===== src/rtl/pipeline_types_pkg.sv =====
// Shared pipeline types: the IF/ID payload, the fetch FSM states and the fetch buffer depth.
package pipeline_types;

    typedef struct packed {
        logic [31:0] pc;
        logic [31:0] pc4;
        logic [31:0] instr;
    } if_id_t;

    typedef enum logic [1:0] {
        REQ  = 2'd0,
        WAIT = 2'd1,
        HOLD = 2'd2
    } fetch_state_e;

    localparam int unsigned FETCH_BUF_DEPTH = 2;

    // Sequential PC, 32-bit modulo so 32'hFFFF_FFFC wraps to 0.
    function automatic logic [31:0] pc_plus4(input logic [31:0] pc);
        return pc + 32'd4;
    endfunction

endpackage


===== src/rtl/fetch_stage_skid_buffer.sv =====
// Two-entry if_id_t FIFO kept as a shift register so the head is always a plain register.
module fetch_skid_buffer
    import pipeline_types::*;
(
    input  logic       clk,
    input  logic       rst_n,
    input  logic       push,
    input  logic       pop,
    input  logic       flush,
    input  if_id_t     push_data,
    output if_id_t     head,
    output logic       head_valid,
    output logic       full,
    output logic       empty,
    output logic [1:0] count
);

    logic   v0_r;
    logic   v1_r;
    if_id_t d0_r;
    if_id_t d1_r;

    // Entry storage: entry 0 is the head, entry 1 only ever valid when entry 0 is.
    always_ff @(posedge clk or negedge rst_n) begin
        if (!rst_n) begin
            v0_r <= 1'b0;
            v1_r <= 1'b0;
            d0_r <= '0;
            d1_r <= '0;
        end else if (flush) begin
            v0_r <= 1'b0;
            v1_r <= 1'b0;
        end else begin
            case ({push, pop && v0_r})
                2'b10: begin
                    if (!v0_r) begin
                        d0_r <= push_data;
                        v0_r <= 1'b1;
                    end else if (!v1_r) begin
                        d1_r <= push_data;
                        v1_r <= 1'b1;
                    end
                end
                2'b01: begin
                    d0_r <= d1_r;
                    v0_r <= v1_r;
                    v1_r <= 1'b0;
                end
                2'b11: begin
                    if (v1_r) begin
                        d0_r <= d1_r;
                        d1_r <= push_data;
                    end else begin
                        d0_r <= push_data;
                    end
                end
                default: begin
                end
            endcase
        end
    end

    assign head       = d0_r;
    assign head_valid = v0_r;
    assign full       = v1_r;
    assign empty      = !v0_r;
    assign count      = {v1_r, v0_r & ~v1_r};

endmodule


===== src/rtl/fetch_stage.sv =====
// Instruction fetch stage: owns the PC, keeps one imem request in flight, buffers words for decode.
// Optional FETCH_PERF_CNT_EN adds saturating delivered/stall counters on perf_*.
module fetch_stage
    import pipeline_types::*;
#(
    parameter logic [31:0] RESET_PC  = 32'h0000_0000,
    parameter int unsigned BUF_DEPTH = 2
) (
    input  logic        clk,
    input  logic        rst_n,
    output logic        imem_req_valid,
    input  logic        imem_req_ready,
    output logic [31:0] imem_req_addr,
    input  logic        imem_rsp_valid,
    input  logic [31:0] imem_rsp_data,
    input  logic        redirect_valid,
    input  logic [31:0] redirect_pc,
    input  logic        id_ready,
    output logic        if_id_valid,
    output if_id_t      if_id,
    output logic [31:0] perf_fetched,
    output logic [31:0] perf_stall
);

    localparam logic [31:0] PC_ALIGN_MASK = 32'hFFFF_FFFC;

    generate
        if (BUF_DEPTH != FETCH_BUF_DEPTH) begin : g_bad_depth
            $error("fetch_stage: BUF_DEPTH must be 2");
        end
    endgenerate

    fetch_state_e state_r;
    logic [31:0]  pc_r;
    logic [31:0]  req_addr_r;
    logic [31:0]  req_pc_r;
    logic         req_valid_r;
    logic         outstanding_r;
    logic         epoch_r;
    logic         req_epoch_r;

    logic         push_s;
    logic         pop_s;
    logic         accept_s;
    logic         space_s;
    logic         buf_full_s;
    logic         buf_empty_s;
    logic [1:0]   buf_count_s;
    logic [2:0]   count_next_s;
    logic [31:0]  redirect_aligned_s;

    assign accept_s           = req_valid_r && imem_req_ready;
    assign pop_s              = !buf_empty_s && id_ready;
    // A response belongs to the current stream only if its tag matches the live epoch.
    assign push_s             = (state_r == WAIT) && imem_rsp_valid && (req_epoch_r == epoch_r)
                                && !redirect_valid && (!buf_full_s || pop_s);
    assign count_next_s       = {1'b0, buf_count_s} + {2'b00, push_s} - {2'b00, pop_s};
    assign space_s            = (count_next_s < 3'd2);
    assign redirect_aligned_s = redirect_pc & PC_ALIGN_MASK;

    fetch_skid_buffer u_buf (
        .clk        (clk),
        .rst_n      (rst_n),
        .push       (push_s),
        .pop        (pop_s),
        .flush      (redirect_valid),
        .push_data  ({req_pc_r, pc_plus4(req_pc_r), imem_rsp_data}),
        .head       (if_id),
        .head_valid (if_id_valid),
        .full       (buf_full_s),
        .empty      (buf_empty_s),
        .count      (buf_count_s)
    );

    // Fetch FSM: PC, request handshake, outstanding tracking and epoch tagging.
    always_ff @(posedge clk or negedge rst_n) begin
        if (!rst_n) begin
            state_r       <= REQ;
            pc_r          <= RESET_PC;
            req_addr_r    <= RESET_PC;
            req_pc_r      <= 32'h0000_0000;
            req_valid_r   <= 1'b0;
            outstanding_r <= 1'b0;
            epoch_r       <= 1'b0;
            req_epoch_r   <= 1'b0;
        end else if (redirect_valid) begin
            pc_r <= redirect_aligned_s;
            // Tag the in-flight request with the old epoch so it can never match again.
            if (accept_s || outstanding_r) begin
                epoch_r     <= ~epoch_r;
                req_epoch_r <= epoch_r;
            end
            if (accept_s || (outstanding_r && !imem_rsp_valid)) begin
                outstanding_r <= 1'b1;
                req_valid_r   <= 1'b0;
                state_r       <= WAIT;
            end else begin
                outstanding_r <= 1'b0;
                req_valid_r   <= 1'b1;
                req_addr_r    <= redirect_aligned_s;
                state_r       <= REQ;
            end
        end else begin
            case (state_r)
                REQ: begin
                    if (req_valid_r) begin
                        if (imem_req_ready) begin
                            outstanding_r <= 1'b1;
                            req_pc_r      <= req_addr_r;
                            req_epoch_r   <= epoch_r;
                            pc_r          <= pc_plus4(pc_r);
                            req_valid_r   <= 1'b0;
                            state_r       <= WAIT;
                        end
                    end else if (space_s) begin
                        req_valid_r <= 1'b1;
                        req_addr_r  <= pc_r;
                    end else begin
                        state_r <= HOLD;
                    end
                end
                WAIT: begin
                    if (imem_rsp_valid) begin
                        outstanding_r <= 1'b0;
                        if (space_s) begin
                            req_valid_r <= 1'b1;
                            req_addr_r  <= pc_r;
                            state_r     <= REQ;
                        end else begin
                            state_r <= HOLD;
                        end
                    end
                end
                HOLD: begin
                    if (space_s) begin
                        req_valid_r <= 1'b1;
                        req_addr_r  <= pc_r;
                        state_r     <= REQ;
                    end
                end
                default: begin
                    req_valid_r <= 1'b0;
                    state_r     <= REQ;
                end
            endcase
        end
    end

    assign imem_req_valid = req_valid_r;
    assign imem_req_addr  = req_addr_r;

`ifdef FETCH_PERF_CNT_EN
    logic [31:0] perf_fetched_r;
    logic [31:0] perf_stall_r;

    // Saturating delivered-instruction and decode-stall counters.
    always_ff @(posedge clk or negedge rst_n) begin
        if (!rst_n) begin
            perf_fetched_r <= 32'h0;
            perf_stall_r   <= 32'h0;
        end else begin
            if (pop_s && (perf_fetched_r != 32'hFFFF_FFFF)) begin
                perf_fetched_r <= perf_fetched_r + 32'd1;
            end
            if (if_id_valid && !id_ready && (perf_stall_r != 32'hFFFF_FFFF)) begin
                perf_stall_r <= perf_stall_r + 32'd1;
            end
        end
    end

    assign perf_fetched = perf_fetched_r;
    assign perf_stall   = perf_stall_r;
`else
    assign perf_fetched = 32'h0;
    assign perf_stall   = 32'h0;
`endif

endmodule


===== config.mk =====
export PLATFORM = sky130hd
export DESIGN_NAME = fetch_stage
export DESIGN_NICKNAME = d
export VERILOG_FILES = /design/src/rtl/pipeline_types_pkg.sv /design/src/rtl/fetch_stage_skid_buffer.sv /design/src/rtl/fetch_stage.sv
export SDC_FILE = /design/constraint.sdc
export NUM_CORES = 1
export LEC_CHECK = 0
export ABC_CLOCK_PERIOD_IN_PS = 4000
export CORE_MARGIN = 4
export CORE_UTILIZATION = 50
export CTS_CLUSTER_SIZE = 20
export DETAILED_ROUTE_END_ITERATION = 10
export MAX_ROUTING_LAYER = met4
export PLACE_DENSITY_LB_ADDON = 0.05
export REMOVE_ABC_BUFFERS = 1
export SLEW_MARGIN = 40
export SYNTH_ARGS = -nofsm -noshare
export SYNTH_HDL_FRONTEND = slang
export SYNTH_SLANG_ARGS = --single-unit

===== constraint.sdc =====
create_clock -name clk -period 4 [get_ports clk]
set_clock_uncertainty 0.2 [all_clocks]
set_input_delay 0.8 -clock clk [delete_from_list [all_inputs] [get_ports clk]]
set_output_delay 0.8 -clock clk [all_outputs]
set_load 0.05 [all_outputs]

### Word level (Yosys, flattened, before mapping)

Index checks and enable logic that the tools add are counted.

* shift-type cells: 0
* reductions and logical operators: 33
* divide/modulo/power cells: 0
* muxes and demuxes: 49
* add/subtract/negate cells: 4
* equality and inequality tests: 19
* $mul: 0
* $lt $le $gt $ge: 1
* bitwise gates (word level): 4

Operators by type and width (number)
* $mux W96: 4
* $mux W32: 9
* $pmux W96 S3: 1
* $pmux W96 S2: 1
* $pmux W32 S3: 1
* $add A32 B3 Y32 const B: 2
* $reduce_and A4 Y1: 6
* $mux W1: 21
* $ne A3 B3 Y1 const B: 5
* $mux W2: 7
* $reduce_bool A3 Y1: 3
* $logic_and A1 B1 Y1: 8
* $ne A4 B4 Y1 const B: 2
* $reduce_bool A2 Y1: 4
* $eq A2 B2 Y1 const B: 3
* $ne A2 B1 Y1 const B: 3
* $pmux W1 S2: 3
* $pmux W2 S3: 1
* $reduce_and A3 Y1: 2
* $eq A2 B1 Y1 const B: 2
* $ne A2 B2 Y1 const B: 2
* $reduce_and A2 Y1: 2
* $reduce_bool A4 Y1: 1
* $add A2 B1 Y3: 1
* other kinds (10): 16

* bits in latches: 0
* memories kept: 0
* output and inout port bits: 194
* bits of input ports: 70
* logic and storage cells: 126
* RAM bits: 0
* register bits after elaboration: 296
* bits in read-only memories: 0

### Logic depth before layout (Yosys ltp)

* depth after elaboration: 12
* depth in mapped cells: 14
* depth with buffers taken out: 11

### Cells and area by module

A second synthesis with hierarchy kept.

* cells, all modules: 1362
* area, all modules: 14351.3 sq um

By module, submodules not included
* fetch_skid_buffer: sequential area each 4854.7 sq um, cells each 778, area each 8494.4 sq um, times used 1
* fetch_stage: sequential area each 2452.4 sq um, cells each 584, area each 5856.9 sq um, times used 1

### Worst setup path after synthesis

Ideal clock, no wire load.

* kind: register -> register
* from: register u_buf.v0_r (netlist: u_buf.head_valid)
* to: register req_addr_r[31] (netlist: imem_req_addr[31])
* path slack: 0.397 ns
* arrival: 3.278 ns
* library setup time: 0.125 ns
* data required time: 3.675 ns
* cell stages (with the launch flop): 13
* buffers on the path: 3
* period minus slack after synthesis: 3.603 ns
* cells stage by stage: dfrtp_1 > clkbuf_1 > clkbuf_1 > nand2_1 > ha_1 > a21oi_1 > nand2_1 > fa_1 > xnor2_1 > a41o_1 > o211ai_1 > buf_2 > mux2_2

* cells in the longest elaborated chain, start to end: 10
* elaborated cells between the ends (all ways): 12
* those cells by class: add/sub: 2; order compare: 1; mux: 5; bitwise: 1; reduce/logical: 3

RTL lines
* start: declaration: line fetch_stage_skid_buffer.sv:18 `logic v0_r;`
* start signal: assignment: line fetch_stage_skid_buffer.sv:46 `v0_r <= v1_r;`
* $logic_and A1 B1 Y1: line fetch_stage.sv:53 `assign pop_s = !buf_empty_s && id_ready;`
* $logic_or A1 B1 Y1: line fetch_stage.sv:56 `&& !redirect_valid && (!buf_full_s || pop_s);`
* $logic_and A1 B1 Y1: line fetch_stage.sv:56
* $add A2 B1 Y3: line fetch_stage.sv:57 `assign count_next_s = {1'b0, buf_count_s} + {2'b00, push_s} - {2'b00, pop_s};`
* $sub A3 B1 Y3 (*): line fetch_stage.sv:57
* $lt A3 B2 Y1 (*): line fetch_stage.sv:58 `assign space_s = (count_next_s < 3'd2);`
* $mux W32 (*)
* $mux W32, on equally long branches
* $pmux W32 S3 (*)
* $mux W32 (*)
* end signal: assignment: line fetch_stage.sv:100 `req_addr_r <= redirect_aligned_s;`
* end signal: assignment: line fetch_stage.sv:117 `req_addr_r <= pc_r;`
* end signal: assignment: line fetch_stage.sv:127 `req_addr_r <= pc_r;`
* end: declaration: line fetch_stage.sv:35 `logic [31:0] req_addr_r;`

Mark *: on every way between the ends. The rest lies on a longest branch, timed or not. The select of a mux whose other input is x is not followed.
A chain may end at the register's enable or synchronous reset.

### Worst setup path after layout

* from: input id_ready
* to: register req_addr_r[25] (netlist: imem_req_addr[25])

* cells in the longest elaborated chain, start to end: 10
* elaborated cells between the ends (all ways): 11
* those cells by class: add/sub: 2; order compare: 1; mux: 5; reduce/logical: 3

RTL lines
* start: declaration: line fetch_stage.sv:18 `input logic id_ready,`
* $logic_and A1 B1 Y1 (*): line fetch_stage.sv:53
* $logic_or A1 B1 Y1: line fetch_stage.sv:56
* $logic_and A1 B1 Y1: line fetch_stage.sv:56
* $add A2 B1 Y3: line fetch_stage.sv:57
* $sub A3 B1 Y3 (*): line fetch_stage.sv:57
* $lt A3 B2 Y1 (*): line fetch_stage.sv:58
* $mux W32 (*)
* $mux W32, on equally long branches
* $pmux W32 S3 (*)
* $mux W32 (*)

Marked as above.

==> results.json <==
{
  "cts_tree": "done",
  "htree_levels": 1,
  "worst_ep_required_time_ps": 4270,
  "design.portCount": 264,
  "power.leakage_nw": 7.83,
  "clk_path_buf_depth": 3,
  "path_class": "in2reg",
  "yosys_warnings": 0,
  "postSynth.asyncResetShare": 1.00,
  "cts_repair_resize_count": 0,
  "grt_start_max_net_pins": 117,
  "layout_worst_path_cycle_share": 0.816,
  "via_count_of_the_first_global_routing_pass": 9843,
  "timing.fmax_ghz": 0.306,
  "syn2layout_area_growth_pct": 23.1,
  "synth.top_cells.by_area": "sky130_fd_sc_hd__dfrtp_1 52%, sky130_fd_sc_hd__mux2_2 8.7%, sky130_fd_sc_hd__mux2i_1 6.7%, sky130_fd_sc_hd__o21ai_0 5.2%, sky130_fd_sc_hd__nand2_1 4.9%",
  "irDropWorstVdd_uv": 392,
  "final_net_count": 1600,
  "synth_xor_area_frac": 0.0248,
  "synthMostInstantiatedCell": "sky130_fd_sc_hd__dfrtp_1",
  "cts_root_buffer": "sky130_fd_sc_hd__clkbuf_16",
  "design.die.area_um2": 31000,
  "drcViolationCount": 0,
  "hold_viol": 0,
  "yosys_register_bits": 292,
  "hpwl_um": 23000,
  "slew_at_the_pin_closest_to_its_max_slew_limit_ps": 819,
  "synthAdderAreaFrac": 0.00761,
  "yosys.area_share.simple": 0.121,
  "drtPass1Iterations": 5,
  "floorplan.die.width_um": 176,
  "dr_total_vias": 10300,
  "synth_area_per_cell_um2": 10.6,
  "worstRegToRegCells": 12,
  "globalRouteOverflowTotal": 0,
  "final.fill_count": 2331,
  "timing_max_transition_violations_final": 0,
  "setup_viol_count_final": 0,
  "globalplace.congestion": 0.865,
  "area.sequential_um2": 7310,
  "post-cts-setup-buffer-count": 0,
  "dp_cells": 1867,
  "critPathLaunchType": "primary input",
  "wire_length_per_cell_after_detailed_routing_um": 17.1,
  "first_pass_grt_wire_length_um": 52700,
  "drive_gt1_frac": 0.132,
  "placeableCoreArea_um2": 27900,
  "die-height_um": 176,
  "fin_cells": 1923,
  "groute.usage.overall": 0.213,
  "cap_viol_max_count": 0,
  "initial_core_util": 0.507,
  "multi_input_comb_area_um2": 6190,
  "worstSetupEndpointType": "register",
  "cts_hold_buffers": 0,
  "synth_area_in_compound_gates": 0.112,
  "seq_area_frac_synth": 0.517,
  "drt-vias-per-instance": 5.34,
  "synth.distinct_cells": 70,
  "cts_sinks": 292,
  "fraction_of_synthesized_area_in_multiplexers": 0.154,
  "clk_pin_slew_ps": 60,
  "powerDensity_nw_per_um2": 728,
  "worstPathMaxFanout": 49,
  "netlist_instances": 1339,
  "final_critical_delay_including_setup_and_external_delays_ps": 3260,
  "grt_setup_unrepaired": "false",
  "run_status": "finished clean",
  "antenna_violating_nets_post_route": 0,
  "syn_area_um2": 14100,
  "synth_top_cell_by_area": "sky130_fd_sc_hd__dfrtp_1",
  "diodes": 0,
  "antenna_found_initial": 0,
  "hold_path_class": "in2async",
  "rows": 61,
  "netlist.area_leader.share": 0.517,
  "insertion_delay_of_the_later_clocked_pin_in_the_worst_skew_pair_ps": 550,
  "synth.top_cells.by_count": "292 x sky130_fd_sc_hd__dfrtp_1, 185 x sky130_fd_sc_hd__nand2_1, 148 x sky130_fd_sc_hd__o21ai_0",
  "total_power_mw": 12.7,
  "finalWirelength_um": 32800,
  "synth_top_family_by_area": "multiplexers",
  "worst-endpoint-arrival_ps": 3530,
  "dr.first_iter.drc_count": 750,
  "max_slew_margin": 0.449,
  "io_buffers": 197,
  "count_of_flip_flops_with_a_built_in_enable_after_synthesis": 0,
  "cts_buffers": 31,
  "synthFlopType": "sky130_fd_sc_hd__dfrtp_1"
}
## metrics by stage
step	area [um2]	hold WS, ps	util	worst slack, ps	setup TNS [ps]
4_1_cts	17400	78.1	0.624	764	0
6_report	17400	51.3	0.624	737	0
5_1_grt	17400	101	0.624	527	0
3_3_place_gp	16400	248	0.588	200	0
2_1_floorplan	13600	237	-	-6260	-705090
3_5_place_dp	16400	254	0.588	182	0
## logic make-up (layout without fill, tap and decap cells)
kind of cell | count (synthesis) | after routing
muxes | 204 | 204
DFF | 292 | 292
adders and majority gates | 8 | 8
other | 1 | 64
AOI/OAI and AO/OA | 266 | 266
buffers and inverters | 164 | 307
and+or+nand+nor | 364 | 364
xor gates and xnor gates | 40 | 40
## power by group
part / internal, mW / leakage, nW / switching [mW]
Clock: 1.69 / 0.514 / 1.17
Sequential: 3.77 / 3.81 / 0.802
Combinational: 1.83 / 3.51 / 3.41
## metal layers
layer	vias up	GRT usage	wire length (um)
li1	4948	-	-
met1	4987	0.309	15300
met2	303	0.329	15000
met3	40	0.0251	1990
met4	0	0.0413	573
met5	-	-	0
## layout make-up
| type | count | area share |
|---|---|---|
| clock inverters | 15 | 0.00770 |
| multi-input cells | 946 | 0.356 |
| repair buffers | 227 | 0.133 |
| flip-flops and latches | 292 | 0.420 |
| clock buffers | 41 | 0.0514 |
| inverters | 24 | 0.00518 |
| well taps | 378 | 0.0272 |
## flip-flops by register name (all words and copies together) (netlist names), 2 cells and up
register	count
pc_r	30
state_r	2
req_pc_r	31
u_buf.head	96
u_buf.d1_r	96
imem_req_addr	31
## worst paths after layout
check                                     from                end  slack [ps]
worst max-delay path                  id_ready  imem_req_addr[25]         740
max in group asynchronous                rst_n       req_pc_r[19]        2710
worst max register to register      u_buf.full  imem_req_addr[25]         850
worst min register to register  u_buf.d1_r[51]     u_buf.d1_r[51]         270
worst min-delay path                     rst_n     u_buf.head[30]          50
min in group clk                u_buf.d1_r[51]     u_buf.d1_r[51]         270
## critical path, stage by stage
cell and delay, ps:
sky130_fd_sc_hd__clkdlybuf4s50_1 430, sky130_fd_sc_hd__nand2_1 110, sky130_fd_sc_hd__clkinv_1 90, sky130_fd_sc_hd__ha_1 290
sky130_fd_sc_hd__a21oi_1 110, sky130_fd_sc_hd__nand2_1 80, sky130_fd_sc_hd__fa_1 380, sky130_fd_sc_hd__xnor2_1 270
sky130_fd_sc_hd__a41o_1 210, sky130_fd_sc_hd__o211ai_1 120, sky130_fd_sc_hd__buf_12 210, sky130_fd_sc_hd__or3_1 320
sky130_fd_sc_hd__o211ai_1 90
## placed cells by master (no fill, tap or decap), types with 6 or more instances in the layout
| cell type | instances |
|---|---|
| sky130_fd_sc_hd__a21boi_0 | 7 |
| sky130_fd_sc_hd__a21o_1 | 10 |
| sky130_fd_sc_hd__a21oi_1 | 30 |
| sky130_fd_sc_hd__a22oi_1 | 6 |
| sky130_fd_sc_hd__and2_1 | 6 |
| sky130_fd_sc_hd__and3_1 | 12 |
| sky130_fd_sc_hd__buf_12 | 9 |
| sky130_fd_sc_hd__buf_4 | 22 |
| sky130_fd_sc_hd__clkbuf_16 | 31 |
| sky130_fd_sc_hd__clkbuf_8 | 8 |
| sky130_fd_sc_hd__clkdlybuf4s50_1 | 195 |
| sky130_fd_sc_hd__clkinv_2 | 10 |
| sky130_fd_sc_hd__conb_1 | 64 |
| sky130_fd_sc_hd__dfrtp_1 | 292 |
| sky130_fd_sc_hd__ha_1 | 7 |
| sky130_fd_sc_hd__inv_1 | 23 |
| sky130_fd_sc_hd__mux2_2 | 109 |
| sky130_fd_sc_hd__mux2i_1 | 95 |
| sky130_fd_sc_hd__nand2_1 | 185 |
| sky130_fd_sc_hd__nand2b_1 | 7 |
| sky130_fd_sc_hd__nand3_1 | 32 |
| sky130_fd_sc_hd__nand4_1 | 14 |
| sky130_fd_sc_hd__nor2_1 | 49 |
| sky130_fd_sc_hd__nor2b_1 | 8 |
| sky130_fd_sc_hd__nor3_1 | 17 |
| sky130_fd_sc_hd__nor4_1 | 6 |
| sky130_fd_sc_hd__o21ai_0 | 147 |
| sky130_fd_sc_hd__o31ai_1 | 13 |
| sky130_fd_sc_hd__or3_1 | 6 |
| sky130_fd_sc_hd__xnor2_1 | 12 |
| sky130_fd_sc_hd__xor2_1 | 28 |
No activity file was read; power rests on OpenSTA's default activity.
